[config.mk]
export PLATFORM = sky130hd
export DESIGN_NAME = reg_file_param_flat
export DESIGN_NICKNAME = d
export VERILOG_FILES = /design/src/rtl/reg_file_param_if.sv /design/src/rtl/reg_file_param.sv /design/src/flat_wrapper.sv
export SDC_FILE = /design/constraint.sdc
export NUM_CORES = 1
export LEC_CHECK = 0
export CAP_MARGIN = 20
export CORE_MARGIN = 2
export CORE_UTILIZATION = 51
export CTS_BUF_LIST = sky130_fd_sc_hd__clkbuf_8 sky130_fd_sc_hd__clkbuf_16
export DETAILED_ROUTE_END_ITERATION = 7
export PLACE_DENSITY = 0.73
export SYNTH_ARGS = -nofsm -noshare
export SYNTH_HDL_FRONTEND = slang
export SYNTH_SLANG_ARGS = --single-unit
[constraint.sdc]
create_clock -name clk -period 2.85 [get_ports clk]
set_input_delay 0.57 -clock clk [delete_from_list [all_inputs] [get_ports clk]]
set_output_delay 0.57 -clock clk [all_outputs]
set_load 0.03 [all_outputs]
[src/rtl/reg_file_param_if.sv]
// reg_file_param_if
// Bundles the data, control and read-port signals of the parametrised
// register file. The master modport drives the controls and observes the
// read ports and flags. The slave modport is the register-file side.
//   load    : data for the load function
//   funsel  : 3-bit function select, applied to every enabled register
//   rsel    : GP register enables, bit i -> GP register i
//   tsel    : TMP register enables, bit j -> register NUM_GP+j
//   o1sel   : read port 1 index
//   o2sel   : read port 2 index
//   o1, o2  : read port data; 0 for an out-of-range index
//   zero    : per-register zero flags
//   wrap    : registered carry/borrow/shift-out flag
interface reg_file_param_if #(
   parameter int WIDTH   = 8,
   parameter int NUM_GP  = 4,
   parameter int NUM_TMP = 4
);
   localparam int NUM_REG = NUM_GP + NUM_TMP;
   localparam int SW      = (NUM_REG > 1) ? $clog2(NUM_REG) : 1;

   logic [WIDTH-1:0]   load;
   logic [2:0]         funsel;
   logic [NUM_GP-1:0]  rsel;
   logic [NUM_TMP-1:0] tsel;
   logic [SW-1:0]      o1sel;
   logic [SW-1:0]      o2sel;
   logic [WIDTH-1:0]   o1;
   logic [WIDTH-1:0]   o2;
   logic [NUM_REG-1:0] zero;
   logic               wrap;

   modport master (
      output load, funsel, rsel, tsel, o1sel, o2sel,
      input  o1, o2, zero, wrap
   );

   modport slave (
      input  load, funsel, rsel, tsel, o1sel, o2sel,
      output o1, o2, zero, wrap
   );
endinterface

[src/rtl/reg_file_param.sv]
// reg_file_param
// Parametrised GP/TMP register file that feeds the ALU inputs. Every enabled
// register applies the same function each clock: clear, load, decrement,
// increment, shift left, shift right, rotate left or hold. There are two
// combinational read ports, per-register zero flags and a one-cycle wrap
// flag.
//   clk : rising-edge clock
//   rst : synchronous active-high reset. It loads RESET_VAL into every
//         register and clears wrap.
//   bus : reg_file_param_if slave modport (controls, read ports, flags)
module reg_file_param #(
   parameter int               WIDTH     = 8,
   parameter int               NUM_GP    = 4,
   parameter int               NUM_TMP   = 4,
   parameter logic [WIDTH-1:0] RESET_VAL = {WIDTH{1'b0}}
) (
   input logic              clk,
   input logic              rst,
   reg_file_param_if.slave  bus
);
   localparam int NUM_REG  = NUM_GP + NUM_TMP;
   localparam int SW       = (NUM_REG > 1) ? $clog2(NUM_REG) : 1;
   localparam int RD_DEPTH = 2 ** SW;
   localparam logic [WIDTH-1:0] ONE_C = {{(WIDTH-1){1'b0}}, 1'b1};
   localparam logic [WIDTH-1:0] ONES_C = {WIDTH{1'b1}};

   // Next value of one register under function fs.
   function automatic logic [WIDTH-1:0] next_val(input logic [2:0]       fs,
                                                 input logic [WIDTH-1:0] cur,
                                                 input logic [WIDTH-1:0] ld);
      logic [WIDTH-1:0] res;
      case (fs)
         3'b000:  res = RESET_VAL;
         3'b001:  res = ld;
         3'b010:  res = cur - ONE_C;
         3'b011:  res = cur + ONE_C;
         3'b100:  res = cur << 1'b1;
         3'b101:  res = cur >> 1'b1;
         3'b110:  res = (cur << 1'b1) | (cur >> (WIDTH - 1));
         3'b111:  res = cur;
         default: res = cur;
      endcase
      return res;
   endfunction

   // Carry/borrow or shifted-out bit of one register under function fs.
   // Rotate, load, clear and hold never wrap.
   function automatic logic wrap_of(input logic [2:0]       fs,
                                    input logic [WIDTH-1:0] cur);
      logic res;
      case (fs)
         3'b010:  res = (cur == {WIDTH{1'b0}});
         3'b011:  res = (cur == ONES_C);
         3'b100:  res = cur[WIDTH-1];
         3'b101:  res = cur[0];
         default: res = 1'b0;
      endcase
      return res;
   endfunction

   logic [WIDTH-1:0]   regs_r [NUM_REG];
   logic [WIDTH-1:0]   next_s [NUM_REG];
   logic [WIDTH-1:0]   rd_s   [RD_DEPTH];
   logic [NUM_REG-1:0] en_s;
   logic [NUM_REG-1:0] zero_s;
   logic               wrap_next_s;
   logic               wrap_r;

   // GP enables occupy the low indices and TMP enables follow them.
   assign en_s = {bus.tsel, bus.rsel};

   // Next register state and wrap flag for the current controls.
   always_comb begin
      wrap_next_s = 1'b0;
      for (int k = 0; k < NUM_REG; k++) begin
         next_s[k]   = en_s[k] ? next_val(bus.funsel, regs_r[k], bus.load) : regs_r[k];
         wrap_next_s = wrap_next_s | (en_s[k] & wrap_of(bus.funsel, regs_r[k]));
      end
   end

   // Register and wrap-flag state. Reset takes priority over every function.
   always_ff @(posedge clk) begin
      if (rst) begin
         for (int k = 0; k < NUM_REG; k++) begin
            regs_r[k] <= RESET_VAL;
         end
         wrap_r <= 1'b0;
      end else begin
         for (int k = 0; k < NUM_REG; k++) begin
            regs_r[k] <= next_s[k];
         end
         wrap_r <= wrap_next_s;
      end
   end

   // Pad the read table to a power of two so that out-of-range indices read 0.
   for (genvar i = 0; i < RD_DEPTH; i++) begin : g_rd
      if (i < NUM_REG) begin : g_reg
         assign rd_s[i] = regs_r[i];
      end else begin : g_pad
         assign rd_s[i] = {WIDTH{1'b0}};
      end
   end

   // Per-register zero flags, from the current register state.
   always_comb begin
      zero_s = {NUM_REG{1'b0}};
      for (int k = 0; k < NUM_REG; k++) begin
         zero_s[k] = (regs_r[k] == {WIDTH{1'b0}});
      end
   end

   // Reads show the pre-edge value. Writes do not bypass to the read ports.
   assign bus.o1   = rd_s[bus.o1sel];
   assign bus.o2   = rd_s[bus.o2sel];
   assign bus.zero = zero_s;
   assign bus.wrap = wrap_r;
endmodule

[src/flat_wrapper.sv]
// flat-port wrapper written by rule: the top's interface ports become plain ports
module reg_file_param_flat 
#(
   parameter int               WIDTH     = 8,
   parameter int               NUM_GP    = 4,
   parameter int               NUM_TMP   = 4,
   parameter logic [WIDTH-1:0] RESET_VAL = {WIDTH{1'b0}}
)
  (clk, rst, bus_load, bus_funsel, bus_rsel, bus_tsel, bus_o1sel, bus_o2sel, bus_o1, bus_o2, bus_zero, bus_wrap);
  reg_file_param_if #(.WIDTH(WIDTH), .NUM_GP(NUM_GP), .NUM_TMP(NUM_TMP)) bus_i ();
  input logic clk;
  input logic rst;
  input wire logic [$bits(bus_i.load)-1:0] bus_load;
  input wire logic [$bits(bus_i.funsel)-1:0] bus_funsel;
  input wire logic [$bits(bus_i.rsel)-1:0] bus_rsel;
  input wire logic [$bits(bus_i.tsel)-1:0] bus_tsel;
  input wire logic [$bits(bus_i.o1sel)-1:0] bus_o1sel;
  input wire logic [$bits(bus_i.o2sel)-1:0] bus_o2sel;
  output wire logic [$bits(bus_i.o1)-1:0] bus_o1;
  output wire logic [$bits(bus_i.o2)-1:0] bus_o2;
  output wire logic [$bits(bus_i.zero)-1:0] bus_zero;
  output wire logic [$bits(bus_i.wrap)-1:0] bus_wrap;
  assign bus_i.load = bus_load;
  assign bus_i.funsel = bus_funsel;
  assign bus_i.rsel = bus_rsel;
  assign bus_i.tsel = bus_tsel;
  assign bus_i.o1sel = bus_o1sel;
  assign bus_i.o2sel = bus_o2sel;
  assign bus_o1 = bus_i.o1;
  assign bus_o2 = bus_i.o2;
  assign bus_zero = bus_i.zero;
  assign bus_wrap = bus_i.wrap;
  reg_file_param #(.WIDTH(WIDTH), .NUM_GP(NUM_GP), .NUM_TMP(NUM_TMP), .RESET_VAL(RESET_VAL)) u_core (.clk(clk), .rst(rst), .bus(bus_i));
endmodule
==> impl_metrics.sql <==
INSERT INTO impl_metrics (metric_group, metric, value, unit) VALUES
('status', 'result_of_the_run', 'finished clean', ''),
('yosys', 'syn_avg_cell_area', '7.95', 'sq um'),
('flow_run', 'max_cap_violations', '0', ''),
('worst_setup_path', 'worst-setup-path-type', 'in -> out', ''),
('clocking', 'worst_setup_hold_path_clk_slew', '0.05', 'ns'),
('worst_setup_path', 'ff2ff_path_depth', '7', ''),
('finish', 'drive_above_1_share', '22.0', '%'),
('worst_setup_path', 'worstSetupEndpointType', 'output port', ''),
('sta', 'maxClockFrequency', '358', 'MHz'),
('clocking', 'number_of_buffers_added_by_the_clock_tree_synthesis_step', '9', ''),
('placement', 'portBuffers', '51', ''),
('yosys', 'synth-main-ff-cell', 'sky130_fd_sc_hd__dfxtp_1', ''),
('sta', 'period_share', '97.9', '%'),
('placement', 'hpwlAfterDp', '21000', 'um'),
('finish', 'fillCellCount', '1267', ''),
('sta', 'worst_slack', '0.0605', 'ns'),
('pwr', 'cellLeakagePower', '3.93', 'nW'),
('worst_setup_path', 'critical_path.reg2reg.endpoint', 'u_core.regs_r[0][23]', ''),
('yosys', 'synth.lib_cells_used.distinct', '58', ''),
('finish', 'layout.nets', '1163', ''),
('finish', 'layout-area-overhead-vs-synth', '25.3', '%'),
('global_routing', 'largest_net_degree_at_the_start_of_global_routing', '66', ''),
('sta', 'rsz_0062_raised_after_global_routing', 'yes', ''),
('worst_setup_path', 'cp_data_arrival_time', '2.22', 'ns'),
('global_routing', 'initial_antenna_violation_count', '2', ''),
('sta', 'fin_setup_tns', '0', 'ns'),
('sta', 'setup_clock_skew_after_layout', '0.00408', 'ns'),
('die', 'design.die.area', '15800', 'sq um'),
('clocking', 'clk_root_buffer_cell', 'sky130_fd_sc_hd__clkbuf_16', ''),
('worst_setup_path', 'timing.critical_path.required', '2.28', 'ns'),
('sta', 'worst_slew_pin_slew', '0.826', 'ns'),
('route', 'vias', '8704', ''),
('die', 'fp.dieH', '126', 'um'),
('sta', 'hold_slack', '0.513', 'ns'),
('global_routing', 'first_pass_grt_wire_length', '45500', 'um'),
('pwr', 'vdd_ir_drop_max', '291', 'uV'),
('clocking', 'post_cts_hold_buffer_count', '0', ''),
('finish', 'antenna_cells', '0', ''),
('finish', 'multi_input_logic_area', '5700', 'sq um'),
('global_routing', 'via_count_of_the_first_global_routing_pass', '8379', ''),
('global_routing', 'overflow', '0', ''),
('hold_path', 'whs_path_depth', '2', ''),
('yosys', 'ys_ff_latch', '65', ''),
('yosys', 'yosys_warnings', '0', ''),
('sta', 'hold_violation_total_from_the_final_report', '0', ''),
('placement', 'placement.setup.worst_slack', '-0.388', 'ns'),
('route', 'route.detailed.drc', '0', ''),
('pwr', 'cellPowerDensity', '447', 'nW/um^2'),
('yosys', 'synth_async_sr_flop_share', '0', '%'),
('die', 'std_cell_rows', '44', ''),
('worst_setup_path', 'rr_startpoint', 'u_core.regs_r[0][17]', ''),
('finish', 'sequential_cell_area', '1300', 'sq um'),
('clocking', 'clk-insertion-delay-late', '0.35', 'ns'),
('yosys', 'proportion_of_synthesized_chip_area_in_sequential_cells', '17.2', '%'),
('placement', 'gp_congestion', '1.01', ''),
('clocking', 'cts_tree', 'yes', ''),
('hold_path', 'timing.hold.worst.start', 'u_core.regs_r[0][4]', ''),
('clocking', 'clock_sinks', '65', ''),
('yosys', 'postSynthCellCount', '952', ''),
('route', 'drt_first_pass_iters', '6', ''),
('worst_setup_path', 'worstSetupStartpoint', 'bus_o2sel[0]', ''),
('die', 'pin_count', '52', ''),
('route', 'route.detailed.vias_per_inst', '6.87', ''),
('route', 'drtAntennaViolNets', '0', ''),
('clocking', 'ctsHtreeMaxLevel', '3', ''),
('finish', 'mostFrequentLayoutCell', 'sky130_fd_sc_hd__buf_4', ''),
('die', 'initial_utilization', '52.0', '%'),
('hold_path', 'hold_end', 'u_core.regs_r[0][4]', ''),
('global_routing', 'track_usage', '36.7', '%'),
('worst_setup_path', 'setup.worst_path.start_class', 'input pin', ''),
('clocking', 'clock_tree.buffer_depth', '2', '');
-- where the power goes --
group	switching (W)	internal (W)
clock	0.000458	0.000742
sequential	0.000146	0.000989
combinational	0.00102	0.000878
total	0.00163	0.00261
-- worst max-delay path: stages --
cell                              delay, ns
sky130_fd_sc_hd__clkdlybuf4s15_2       0.25
sky130_fd_sc_hd__bufbuf_16             0.29
sky130_fd_sc_hd__mux4_2                0.49
sky130_fd_sc_hd__mux2_2                0.27
sky130_fd_sc_hd__dlygate4sd2_1         0.35
-- cell usage after synthesis, drive strengths merged, types with 2 or more instances --
cell | instances | area, sq um
xor2 | 11 | 96.3
nand4 | 9 | 56.3
o211ai | 10 | 75.1
fa | 8 | 160
and3 | 7 | 43.8
dfxtp | 65 | 1300
a21o | 16 | 120
nor3 | 13 | 65.1
nor4b | 3 | 26.3
inv | 61 | 229
o221ai | 3 | 26.3
a311oi | 21 | 184
mux2 | 26 | 297
a22oi | 7 | 52.6
nand2b | 27 | 169
a41oi | 3 | 26.3
mux2i | 11 | 110
nand3 | 18 | 95.1
a221o | 2 | 20.0
o31ai | 2 | 15.0
ha | 50 | 626
clkbuf | 49 | 184
nor4 | 11 | 68.8
o21a | 8 | 60.1
a221oi | 25 | 225
o21bai | 2 | 15.0
and2 | 8 | 50.1
or4 | 18 | 135
o22ai | 22 | 138
a222oi | 9 | 90.1
o21ai | 37 | 185
buf | 33 | 169
xnor2 | 17 | 149
a31oi | 9 | 56.3
nand2 | 71 | 267
nor2 | 92 | 353
a211oi | 46 | 345
mux4 | 32 | 721
a211o | 13 | 114
nor2b | 9 | 56.3
a2111oi | 2 | 18.8
a21oi | 51 | 255
or3 | 9 | 56.3
-- how the worst max path moves through the flow --
stage                                       to  slack (ns)  cells after the start
after floorplan           u_core.regs_r[0][14]        0.05                     11
after global placement               bus_o1[0]       -0.36                      5
after detailed placement             bus_o1[0]       -0.39                      5
after CTS                          bus_zero[2]        0.02                      3
after global routing      u_core.regs_r[0][14]       -0.03                     13
final                                bus_o2[5]        0.06                      5
-- per-stage QoR --
stage          util (%)  total power, W  std cells  area (sq um)
6_report           65.2         0.00423       1267          9480
3_3_place_gp       62.8         0.00296       1248          9130
5_1_grt            65.2         0.00443       1267          9480
4_1_cts            65.2         0.00418       1267          9470
2_1_floorplan         -         0.00231        952          7570
3_5_place_dp       62.8         0.00300       1248          9130
-- cell families after synthesis --
group           Yosys count  share of synthesized area, %
compound gates          292                          27.3
xor+xnor                 28                          3.24
fa+ha+maj                58                          10.4
buf+inv                 143                          7.69
flops                    65                          17.2
mux                      69                          14.9
simple gates            297                          19.3
-- registers in the layout (all words and copies together) (netlist names) --
signal,cells
u_core.bus.wrap,1
u_core.regs_r,64
-- routing by layer --
metal,global-route usage (%),part of all wire [%],vias to the layer above
met2,53.8,42,650
met4,19.8,5.6,2
met1,48.4,37,4031
met3,11.4,15,150
met5,0,0.058,-
li1,-,-,3871
-- final cells by class --
type	instances	area share, %
multi-input combinational	744	60.1
timing repair buffer	197	18.1
sequential	65	13.7
clock buffer	12	2.81
tap	184	2.43
inverter	61	2.42
clock inverter	4	0.449
-- repair_timing --
| action | in CTS | in global routing |
|---|---|---|
| buffers inserted | 2 | 0 |
| endpoints found under the setup margin | 23 | 6 |
| endpoints found under the hold margin | 0 | 0 |
| cloned | 1 | 0 |
| resized for setup | 41 | 2 |
| pin swaps | 0 | 3 |
No activity file was read; power rests on OpenSTA's default activity.
